<file path="src/rtl/writeback_arbiter.sv">
// rtl/writeback_arbiter.sv - arbitrates ALU/load writeback onto one register-file write port
// and tracks outstanding destination registers in a pending scoreboard.
module writeback_arbiter #(
  parameter int DATA_WIDTH   = 32,
  parameter int ADDR_WIDTH   = 5,
  parameter int STARVE_LIMIT = 3
) (
  input  logic                       clock,
  input  logic                       reset,
  input  logic                       alu_valid,
  output logic                       alu_ready,
  input  logic [ADDR_WIDTH-1:0]      alu_rd,
  input  logic [DATA_WIDTH-1:0]      alu_data,
  input  logic                       load_valid,
  output logic                       load_ready,
  input  logic [ADDR_WIDTH-1:0]      load_rd,
  input  logic [DATA_WIDTH-1:0]      load_data,
  input  logic                       reserve_valid,
  input  logic [ADDR_WIDTH-1:0]      reserve_rd,
  output logic                       write_enable,
  output logic [ADDR_WIDTH-1:0]      register_write_select,
  output logic [DATA_WIDTH-1:0]      register_data_write,
  output logic [(2**ADDR_WIDTH)-1:0] pending,
  output logic [15:0]                stall_count
);

  localparam int         NREG  = 2**ADDR_WIDTH;
  localparam logic [3:0] LIMIT = 4'(STARVE_LIMIT);

  typedef enum logic {PRI_LOAD, PRI_ALU} state_t;

  state_t                state, state_next;
  logic [3:0]            starve, starve_next;
  logic                  alu_xfer, load_xfer, refused;
  logic                  we_next;
  logic [ADDR_WIDTH-1:0] sel_next;
  logic [DATA_WIDTH-1:0] data_next;
  logic [NREG-1:0]       pending_next;
  logic [15:0]           stall_next;

  // Arbitration: the priority holder is always ready; the other side yields only on contention.
  always_comb begin
    alu_ready   = 1'b1;
    load_ready  = 1'b1;
    state_next  = state;
    starve_next = starve;
    if (state == PRI_LOAD) alu_ready  = ~load_valid;
    else                   load_ready = ~alu_valid;

    alu_xfer  = alu_valid & alu_ready;
    load_xfer = load_valid & load_ready;
    refused   = (alu_valid & ~alu_ready) | (load_valid & ~load_ready);

    if (alu_xfer)
      starve_next = 4'd0;
    else if (alu_valid && !alu_ready && starve != LIMIT)
      starve_next = starve + 4'd1;

    case (state)
      PRI_LOAD: if (starve_next == LIMIT) state_next = PRI_ALU;
      PRI_ALU:  if (alu_xfer)             state_next = PRI_LOAD;
      default:  state_next = PRI_LOAD;
    endcase
  end

  // Writes to x0 are accepted but suppressed; select/data hold as for an idle cycle.
  always_comb begin
    we_next   = 1'b0;
    sel_next  = register_write_select;
    data_next = register_data_write;
    if (alu_xfer && alu_rd != '0) begin
      we_next   = 1'b1;
      sel_next  = alu_rd;
      data_next = alu_data;
    end else if (load_xfer && load_rd != '0) begin
      we_next   = 1'b1;
      sel_next  = load_rd;
      data_next = load_data;
    end
  end

  // Clear applies first so a same-edge reserve of the written register wins.
  always_comb begin
    pending_next = pending;
    if (write_enable)  pending_next[register_write_select] = 1'b0;
    if (reserve_valid) pending_next[reserve_rd] = 1'b1;
    pending_next[0] = 1'b0;

    stall_next = stall_count;
    if (refused && stall_count != 16'hFFFF) stall_next = stall_count + 16'd1;
  end

  always_ff @(posedge clock or posedge reset) begin
    if (reset) begin
      state                 <= PRI_LOAD;
      starve                <= 4'd0;
      write_enable          <= 1'b0;
      register_write_select <= '0;
      register_data_write   <= '0;
      pending               <= '0;
      stall_count           <= 16'd0;
    end else begin
      state                 <= state_next;
      starve                <= starve_next;
      write_enable          <= we_next;
      register_write_select <= sel_next;
      register_data_write   <= data_next;
      pending               <= pending_next;
      stall_count           <= stall_next;
    end
  end

endmodule

</file>
<file path="config.mk">
export PLATFORM = sky130hd
export DESIGN_NAME = writeback_arbiter
export DESIGN_NICKNAME = d
export VERILOG_FILES = /design/src/rtl/writeback_arbiter.sv
export SDC_FILE = /design/constraint.sdc
export NUM_CORES = 1
export LEC_CHECK = 0
export ABC_AREA = 1
export CAP_MARGIN = 10
export CORE_AREA = 5 5 103 105
export CTS_CLUSTER_DIAMETER = 80
export CTS_CLUSTER_SIZE = 24
export DETAILED_ROUTE_END_ITERATION = 16
export DIE_AREA = 0 0 108 110
export PLACE_DENSITY = 0.85
export SLEW_MARGIN = 15
export SYNTH_ARGS = -nofsm -noshare
export SYNTH_HDL_FRONTEND = slang
export SYNTH_SLANG_ARGS = --single-unit
</file>
<file path="constraint.sdc">
create_clock -name clock -period 5.4 [get_ports clock]
set_clock_uncertainty 0.2 [all_clocks]
set_input_delay 0.81 -clock clock [delete_from_list [all_inputs] [get_ports clock]]
set_output_delay 0.81 -clock clock [all_outputs]
set_load 0.005 [all_outputs]
</file>
Word-level counts from Yosys, hierarchy flattened:

Index checks and enable logic that the tools add are counted.

* flip-flop bits (word level): 90
* latch bits: 0
* bits in writable memories: 0
* bits in read-only memories: 0
* output and inout bits: 88
* logic and storage cells: 59
* memories: 0

* $add $sub $neg: 2
* $mul: 0
* div/mod/pow operators: 0
* magnitude comparators: 4
* equal/unequal tests: 3
* shift operators: 0
* mux-type cells: 19
* bitwise gates (word level): 13
* reduce and logical (&&, ||, !) cells: 11

Operators with widths (count)
* 2-to-1 mux 32 bit: 4
* AND 32 bit: 1
* inverter 32 bit: 1
* bitwise OR 32 bit: 1
* adder 16 x 1 -> 16 bit, second input constant: 1
* != test 16 bit, second input constant: 1
* < comparator 5 x 6 -> 1 bit, second input constant: 2
* demux 1 bit (select 5 bit): 2
* >= comparator 5 x 1 -> 1 bit, second input constant: 2
* 2-to-1 mux 5 bit: 2
* nonzero test 5 bit: 2
* 2-to-1 mux 1 bit: 8
* 2-to-1 mux 4 bit: 2
* logical AND 1 bit: 7
* inverter 1 bit: 5
* adder 4 x 1 -> 4 bit, second input constant: 1
* AND 1 bit: 4
* equality test 4 x 2 -> 1 bit, second input constant: 1
* != test 4 x 2 -> 1 bit, second input constant: 1
* one-hot mux 1 bit (2 select lines): 1
* nonzero test 2 bit: 1
* logical NOT 1 bit: 1
* bitwise OR 1 bit: 1

Longest topological paths before layout:

Gate-level depths: netlist of run 1.

* word-level depth: 10
* depth in mapped cells: 10

Worst setup path before layout of run 1:

OpenSTA, ideal clock, no wires.

* path kind: input-to-reg
* start: in load_rd[3]
* end: reg register_data_write[10]
* arrival time: 1587 ps
* data required time: 5081 ps
* path slack: 3495 ps
* stages: 6
* buffers on the path: 1
* cells stage by stage: nor3_1 nand2_1 nand3_2 nand2_8 buf_6 o21a_1

* word-level cells in the longest chain between the ends: 3

RTL lines
* start, declared: RTL line 16 `input logic [ADDR_WIDTH-1:0] load_rd,`
* nonzero test 5 bit: RTL line 75 `end else if (load_xfer && load_rd != '0) begin`
* logical AND 1 bit: RTL line 75
* nonzero test 2 bit (no source line)
* end signal, assigned: RTL line 107 `register_data_write <= data_next;`
* end, declared: RTL line 22 `output logic [DATA_WIDTH-1:0] register_data_write,`

Every way passes these cells.
A chain may end at the register's enable or synchronous reset.

Final worst setup path of run 1:

* start: in alu_valid
* end: out load_ready

* word-level cells in the longest chain between the ends: 2

RTL lines
* start, declared: RTL line 10 `input logic alu_valid,`
* inverter 1 bit: RTL line 48 `else load_ready = ~alu_valid;`
* 2-to-1 mux 1 bit: RTL line 47 `if (state == PRI_LOAD) alu_ready = ~load_valid;`
* end, declared: RTL line 15 `output logic load_ready,`

Every way passes these cells.

==> flow_summary.json, run 1 <==
{
  "run_status": "finished, final reports clean",
  "floorplan.die_area_um2": 11900,
  "vdd_ir_drop_max_mv": 0.161,
  "die_y_um": 110,
  "synth.avg_cell_area_um2": 9.25,
  "cts_buffer_depth": 2,
  "max_slew.worst_pin.slew_ns": 0.657,
  "period_share": 0.545,
  "fillers": 793,
  "fin_nets": 737,
  "drc": 0,
  "hpwlAfterDp_um": 10100,
  "cp_cell_sequence": "clkdlybuf4s50_1, nand2_1, clkdlybuf4s50_1",
  "crit_type": "in -> out",
  "async_flop_share": 1.00,
  "routabilityCongestion": 0.911,
  "root_buffer": "clkbuf_8",
  "postRouteAntennaNets": 0,
  "crit_top_cell": "clkdlybuf4s50_1",
  "maxCapViolations": 0,
  "powerDensity_nw_per_um2": 407,
  "gr-total-overflow": 0,
  "wl_per_cell_um": 16.7,
  "drive_above_1_share": 0.0838,
  "start_util": 0.472,
  "worstSkewPairLatency_ns": 0.35,
  "fmaxAchievable_ghz": 0.340,
  "via_count": 4308,
  "start_kind": "input port",
  "crit_required_ns": 4.39,
  "dominantRegCellSynth": "dfrtp_1",
  "cts_sinks": 90,
  "grt_pass1_wl_um": 21100,
  "synth_edf_count": 0,
  "grt_use_total": 0.225,
  "slew-limit-headroom": 0.562,
  "min_period_ns": 2.94,
  "grt_max_degree": 63,
  "num_rows": 36,
  "clkSlewWorstSetupHoldPaths_ns": 0.08,
  "hold_viol": 0,
  "crit_arrival_ns": 1.93,
  "seq_area_frac_synth": 0.500,
  "synthToLayoutAreaGrowth_pct": 42.7,
  "p_leak_uw": 0.00269,
  "endpoint_kind": "output pin",
  "synth_cell_types": 38,
  "dieWidth_um": 108,
  "critical_path.max_stage_delay_ns": 0.51,
  "syn_inst": 487,
  "hp-class": "reg -> reg",
  "grt_pass1_vias": 4379,
  "antenna_cells": 0,
  "post_cts_buffers": 0,
  "wl_um": 13200,
  "viasPerCell": 5.46,
  "fin_tns_setup_ns": 0,
  "slowest_stage": "clkdlybuf4s50_1",
  "first_iter_violations": 189,
  "ios": 172,
  "synth_seq_cells": 90,
  "syn_nets": 573,
  "maxSlewViolCount": 0,
  "htree_levels": 3,
  "cts_resized": 0,
  "numCtsBuffers": 9,
  "mostFrequentLayoutCells": "clkdlybuf4s50_1 (170), dfrtp_1 (90), nand2_1 (76)",
  "rsz0062_at_grt": "false",
  "coreArea_um2": 9550,
  "post-route-util": 0.673,
  "yosys_warnings": 0,
  "antenna_found_initial": 0,
  "cp_max_fo": 3,
  "syn_area_um2": 4500,
  "r2r_setup_slack_ns": 3.21,
  "portBuffers": 170,
  "dr.pass1.iters": 5,
  "report.final.setup_viol": 0,
  "cts_tree": "done",
  "final_common_cell": "clkdlybuf4s50_1",
  "cts.hold.buffers_added": 0
}
## final cells by class
cell class	count	area (µm²)	area share
inverter	37	145	0.0226
clock buffer	9	124	0.0193
clock inverter	7	98.8	0.0154
tap	133	166	0.0259
timing repair buffer	171	1710	0.266
multi-input combinational	342	1930	0.301
sequential	90	2250	0.350
## flip-flops by register name (all words and copies together) (netlist names)
register / count
stall_count: 16
starve: 4
write_enable: 1
pending: 31
register_write_select: 5
register_data_write: 32
state: 1
## power by group
part           total (µW)  leakage [µW]  switching, µW  internal [µW]
Sequential           1070       0.00105            169            899
Combinational        1030       0.00153            444            587
Clock                 514      0.000111            249            265
## synthesized netlist by cell type, types with 2 or more instances
master	instances	area share
nand3_2	20	0.044
ha_1	2	0.0056
buf_8	2	0.0067
dfrtp_1	90	0.50
nor2_2	2	0.0028
o22ai_1	10	0.014
xor2_1	11	0.021
nand3_1	58	0.064
nor3b_1	13	0.022
o22ai_2	3	0.0083
o211ai_2	2	0.0056
nand2_1	76	0.063
nand4_1	4	0.0056
o21ai_2	2	0.0039
o21ai_1	2	0.0022
inv_1	34	0.028
o21ai_0	67	0.074
buf_6	5	0.012
nand2_8	2	0.0089
nand2_2	2	0.0028
buf_4	3	0.0050
nor3_1	6	0.0067
buf_2	3	0.0033
nor2_1	33	0.028
buf_12	2	0.0089
xnor2_1	2	0.0039
o21a_1	20	0.033
## cell families after synthesis
group | count (synthesis) | share of synthesized area
and+or+nand+nor | 219 | 0.254
AOI/OAI and AO/OA | 107 | 0.143
DFF | 90 | 0.500
buffers and inverters | 55 | 0.0711
xor gates and xnor gates | 13 | 0.0253
adders and majority gates | 2 | 0.00555
other | 1 | 0.000833
## critical path, delay by kind of cell
kind                   cells  cell delay, ns
buffers and inverters      2            0.99
AND/OR/NAND/NOR            1            0.13
## stage by stage
step	cells	worst slack (ns)	total power (µW)	hold slack, ns	instance area [µm²]
2_1_floorplan	487	2.05	1490	0.287	4500
3_3_place_gp	773	2.21	2060	0.274	6200
3_5_place_dp	773	2.14	2110	0.279	6200
4_1_cts	789	2.44	2630	0.299	6430
5_1_grt	789	2.26	2780	0.318	6430
6_report	789	2.46	2610	0.295	6430
## metal layers
layer / global-route usage / routed length [µm] / up-vias
met5: 0 / 0 / -
met1: 0.280 / 5270 / 2080
met4: 0.0992 / 401 / 0
met2: 0.374 / 6400 / 215
li1: - / - / 1982
met3: 0.0542 / 1110 / 31
## worst paths after layout
check,start,to,cells past startpoint
max in group asynchronous,reset,pending[6],3
worst min register to register,register_data_write[16],register_data_write[16],1
worst min-delay path,register_data_write[16],register_data_write[16],1
worst max register to register,state,register_data_write[4],8
min in group asynchronous,reset,register_data_write[27],2
worst max-delay path,alu_valid,load_ready,3
Power figures use the tool's default switching activity.
==> run 2, diff against run 1 <==
CORE_AREA = 5 5 108 110   (was 5 5 103 105)
DIE_AREA = 0 0 113 115   (was 0 0 108 110)
PLACE_DENSITY = 0.78   (was 0.85)
clock period = 2.87 ns   (was 5.4 ns; I/O delays follow)
==> flow_summary.json, run 2 (same netlist as run 1, synthesis figures left out) <==
{
  "run_status": "finished, final reports clean",
  "hold_depth": 1,
  "cts.hold.buffers_added": 0,
  "crit_arrival_ns": 1.55,
  "routabilityCongestion": 0.887,
  "combinationalPowerShare": 0.389,
  "drc": 0,
  "hold_viol": 0,
  "grt_max_degree": 91,
  "post_cts_buffers": 0,
  "first_iter_violations": 280,
  "gr-total-overflow": 0,
  "maxSlewViolCount": 0,
  "period_share": 0.759,
  "swShare": 0.321,
  "largest_register_ffs": 32,
  "final_common_cell": "clkdlybuf4s50_1",
  "wl_um": 13100,
  "fin_ws_ns": 0.693,
  "num_rows": 38,
  "grt_use_total": 0.203,
  "grt_pass1_vias": 4312,
  "coreArea_um2": 10600,
  "r2r_start": "state",
  "rsz0062_at_grt": "false",
  "min_period_ns": 2.18,
  "postRouteAntennaNets": 0,
  "ios": 172,
  "p_leak_uw": 0.00272,
  "hp-class": "reg -> reg",
  "synthToLayoutAreaGrowth_pct": 44.1,
  "drive_above_1_share": 0.0865,
  "maxCapViolations": 0,
  "switchingPower_uw": 1600,
  "pwr-share-seq": 0.402,
  "portBuffers": 170,
  "endpoint_kind": "output pin",
  "via_count": 4232,
  "die_y_um": 115,
  "fin_tns_setup_ns": 0,
  "intPower_uw": 3390,
  "worstSkewPairLatency_ns": 0.35,
  "reg_top3": "register_data_write x32, pending x31, stall_count x16",
  "antenna_cells": 0,
  "cts_resized": 0,
  "cts_sinks": 90,
  "cts_tree": "done",
  "report.final.setup_viol": 0,
  "floorplan.die_area_um2": 13000,
  "antenna_found_initial": 0,
  "r2r_cells": 8,
  "numCtsBuffers": 9,
  "place_ws_ns": 0.413,
  "mostFrequentLayoutCells": "clkdlybuf4s50_1 (170), dfrtp_1 (90), nand2_1 (76)",
  "viasPerCell": 5.30,
  "min-delay-start": "register_data_write[18]",
  "pwr-share-clk": 0.209,
  "vdd_ir_drop_max_mv": 0.331,
  "crit_required_ns": 2.24,
  "clkSlewWorstSetupHoldPaths_ns": 0.08,
  "wl_per_cell_um": 16.4,
  "dieWidth_um": 113,
  "powerDensity_nw_per_um2": 768,
  "root_buffer": "clkbuf_8",
  "htree_levels": 3,
  "fin_nets": 740,
  "largest-register": "register_data_write",
  "start_kind": "input port",
  "fmaxAchievable_ghz": 0.459,
  "hpwlAfterDp_um": 9750,
  "grt_pass1_wl_um": 21200,
  "cts_buffer_depth": 2,
  "crit_path_start": "alu_valid",
  "dr.pass1.iters": 4,
  "crit_type": "in -> out",
  "cp_max_fo": 3,
  "start_util": 0.425
}
## run 2: cell types whose count changed in the layout (fill, tap and decap cells not counted)
cell	previous run	this run
buf_4	1	3
inv_6	4	3
bufinv_16	2	3
buf_12	0	1
clkinv_2	2	1
clkbuf_1	0	1
## run 2: final timing paths
path | slack [ns] | to
worst max register to register | 0.88 | register_data_write[4]
min in group asynchronous | 0.37 | pending[20]
worst min-delay path | 0.29 | register_data_write[18]
worst min register to register | 0.29 | register_data_write[18]
worst max-delay path | 0.69 | load_ready
max in group asynchronous | 1.75 | starve[3]
## run 2: power by group through the flow
stage | Sequential (µW) | Combinational (µW) | Clock [µW]
finish | 2010 | 1940 | 1040
detailed placement | 2030 | 1950 | 0
CTS | 2000 | 1960 | 1060
global placement | 2020 | 1890 | 0
global route | 2060 | 2120 | 1120
floorplan | 2000 | 805 | 0
## run 2: final cells by class
type | instances | area [µm²]
repair buffers | 174 | 1740
clock inverters | 6 | 113
fillers | 916 | 4110
flip-flops and latches | 90 | 2250
clock buffers | 10 | 128
multi-input cells | 342 | 1930
inverters | 37 | 148
well taps | 140 | 175
## run 2: through the flow
step	cell area [µm²]	utilization	hold WS [ns]	cells	power [µW]
after CTS	6490	0.612	0.299	799	5020
after global placement	6250	0.590	0.275	783	3910
after detailed placement	6250	0.590	0.279	783	3970
final	6490	0.612	0.294	799	4990
after global routing	6490	0.612	0.307	799	5300
after floorplan	4510	-	0.287	487	2800
## run 2: worst max-delay path, stage by stage
cell and delay (ns):
clkdlybuf4s50_1 0.48, nand2_1 0.13, clkdlybuf4s50_1 0.51
## run 2: per-layer routing
metal	GRT usage	routed length [µm]	vias up
li1	-	-	1989
met3	0.0800	1360	24
met1	0.252	5380	2036
met2	0.327	6090	183
met4	0.0689	278	0
met5	0	0	-
==> run 3, diff against run 2 <==
CORE_AREA = 5 5 113 115   (was 5 5 108 110)
DIE_AREA = 0 0 118 120   (was 0 0 113 115)
PLACE_DENSITY = 0.75   (was 0.78)
clock period = 2 ns   (was 2.87 ns; I/O delays follow)
==> flow_summary.json, run 3 (same netlist as run 1, synthesis figures left out) <==
{
  "antenna_found_initial": 0,
  "cts_tree": "done",
  "first_iter_violations": 365,
  "post_cts_buffers": 0,
  "maxCapViolations": 0,
  "num_rows": 40,
  "maxSlewViolCount": 0,
  "dr.pass1.iters": 5,
  "crit_arrival_ns": 1.46,
  "powerDensity_nw_per_um2": 1120,
  "dieWidth_um": 118,
  "rsz0062_at_grt": "true",
  "endpoint_kind": "output pin",
  "largest_register_ffs": 32,
  "viasPerCell": 5.27,
  "cts_sinks": 90,
  "floorplan.die_area_um2": 14200,
  "worstSkewPairLatency_ns": 0.33,
  "cts_buffer_depth": 2,
  "clkSlewWorstSetupHoldPaths_ns": 0.07,
  "coreArea_um2": 11700,
  "min_period_ns": 1.96,
  "total_power_uw": 7560,
  "gr-total-overflow": 0,
  "antenna_cells": 0,
  "drive_above_1_share": 0.114,
  "crit_type": "in -> out",
  "r2r_start": "stall_count[0]",
  "fin_nets": 756,
  "multi_input_area_um2": 1940,
  "root_buffer": "clkbuf_16",
  "postRouteAntennaNets": 0,
  "wl_um": 13800,
  "final-seq-area_um2": 2250,
  "wl_per_cell_um": 16.7,
  "run_status": "finished, final reports clean",
  "r2r_setup_slack_ns": 0.17,
  "ios": 172,
  "grt_max_degree": 40,
  "vdd_ir_drop_max_mv": 0.532,
  "fmaxAchievable_ghz": 0.510,
  "dpl_cell_area_um2": 6430,
  "crit_path_start": "alu_valid",
  "p_leak_uw": 0.00284,
  "final_common_cell": "clkdlybuf4s50_1",
  "crit_required_ns": 1.50,
  "start_util": 0.385,
  "routabilityCongestion": 0.882,
  "fin_tns_setup_ns": 0,
  "via_count": 4330,
  "grt_pass1_wl_um": 22400,
  "start_kind": "input port",
  "fillers": 1040,
  "cp_max_fo": 3,
  "hold_viol": 0,
  "report.final.setup_viol": 0,
  "grt_use_total": 0.193,
  "hpwlAfterDp_um": 10700,
  "hp-class": "in -> async",
  "fin_area_um2": 6770,
  "grt_pass1_vias": 4367,
  "period_share": 0.980,
  "numCtsBuffers": 9,
  "largest-register": "register_data_write",
  "cts.hold.buffers_added": 0,
  "portBuffers": 170,
  "reg_top3": "register_data_write x32, pending x31, stall_count x16",
  "mostFrequentLayoutCells": "clkdlybuf4s50_1 (169), dfrtp_1 (89), nand2_1 (75)",
  "drc": 0,
  "synthToLayoutAreaGrowth_pct": 50.2,
  "die_y_um": 120,
  "htree_levels": 3
}
-- run 3: changes by cell type in the layout (fill, tap and decap cells not counted), sizes merged --
cell | before | now
clkdlybuf4s50 | 170 | 169
clkinvlp | 1 | 4
bufinv | 3 | 1
buf | 4 | 19
dlygate4sd2 | 0 | 1
-- run 3: critical path, stage by stage --
cell             delay, ns
clkdlybuf4s50_1       0.49
nand2_2               0.16
clkdlybuf4s50_1       0.51
-- run 3: per-layer routing --
metal / vias to the layer above / share of wire / global-route usage / wire, µm
li1: 2029 / - / - / -
met1: 2086 / 0.41 / 0.242 / 5670
met2: 194 / 0.50 / 0.321 / 6850
met3: 21 / 0.071 / 0.0514 / 970
met4: 0 / 0.019 / 0.0681 / 261
met5: - / 0 / 0 / 0
-- run 3: power breakdown --
group	internal [µW]	switching, µW	leakage, µW
sequential	2430	448	0.00105
clock	1020	727	0.000150
combinational	1690	1250	0.00164
-- run 3: area by class of cell --
class,count,share of cell area
timing repair inverter,1,0.00111
sequential,90,0.333
inverter,37,0.0224
tap,147,0.0272
clock buffer,10,0.0353
multi-input combinational,342,0.287
timing repair buffer,189,0.284
clock inverter,6,0.0107
-- run 3: per-stage QoR --
step | worst slack [ns] | util | hold slack, ns | cells
detailed placement | -0.135 | 0.549 | 0.280 | 805
CTS | 0.0292 | 0.576 | 0.116 | 821
global route | -0.0168 | 0.578 | 0.142 | 822
finish | 0.0406 | 0.578 | 0.111 | 822
global placement | -0.0688 | 0.549 | 0.273 | 805
floorplan | 0.401 | - | 0.248 | 487
-- run 3: final timing paths --
kind | to | cells after the start
min in group clock | register_data_write[1] | 1
hold reg to reg | register_data_write[1] | 1
max in group asynchronous | state | 3
setup / recovery | load_ready | 3
hold / removal | pending[8] | 2
setup reg to reg | stall_count[9] | 8
-- run 3: what timing repair did --
item	in CTS	in global routing
cloned	0	1
setup endpoints to repair	2	4
resized for setup	2	4
hold endpoints to repair	0	0
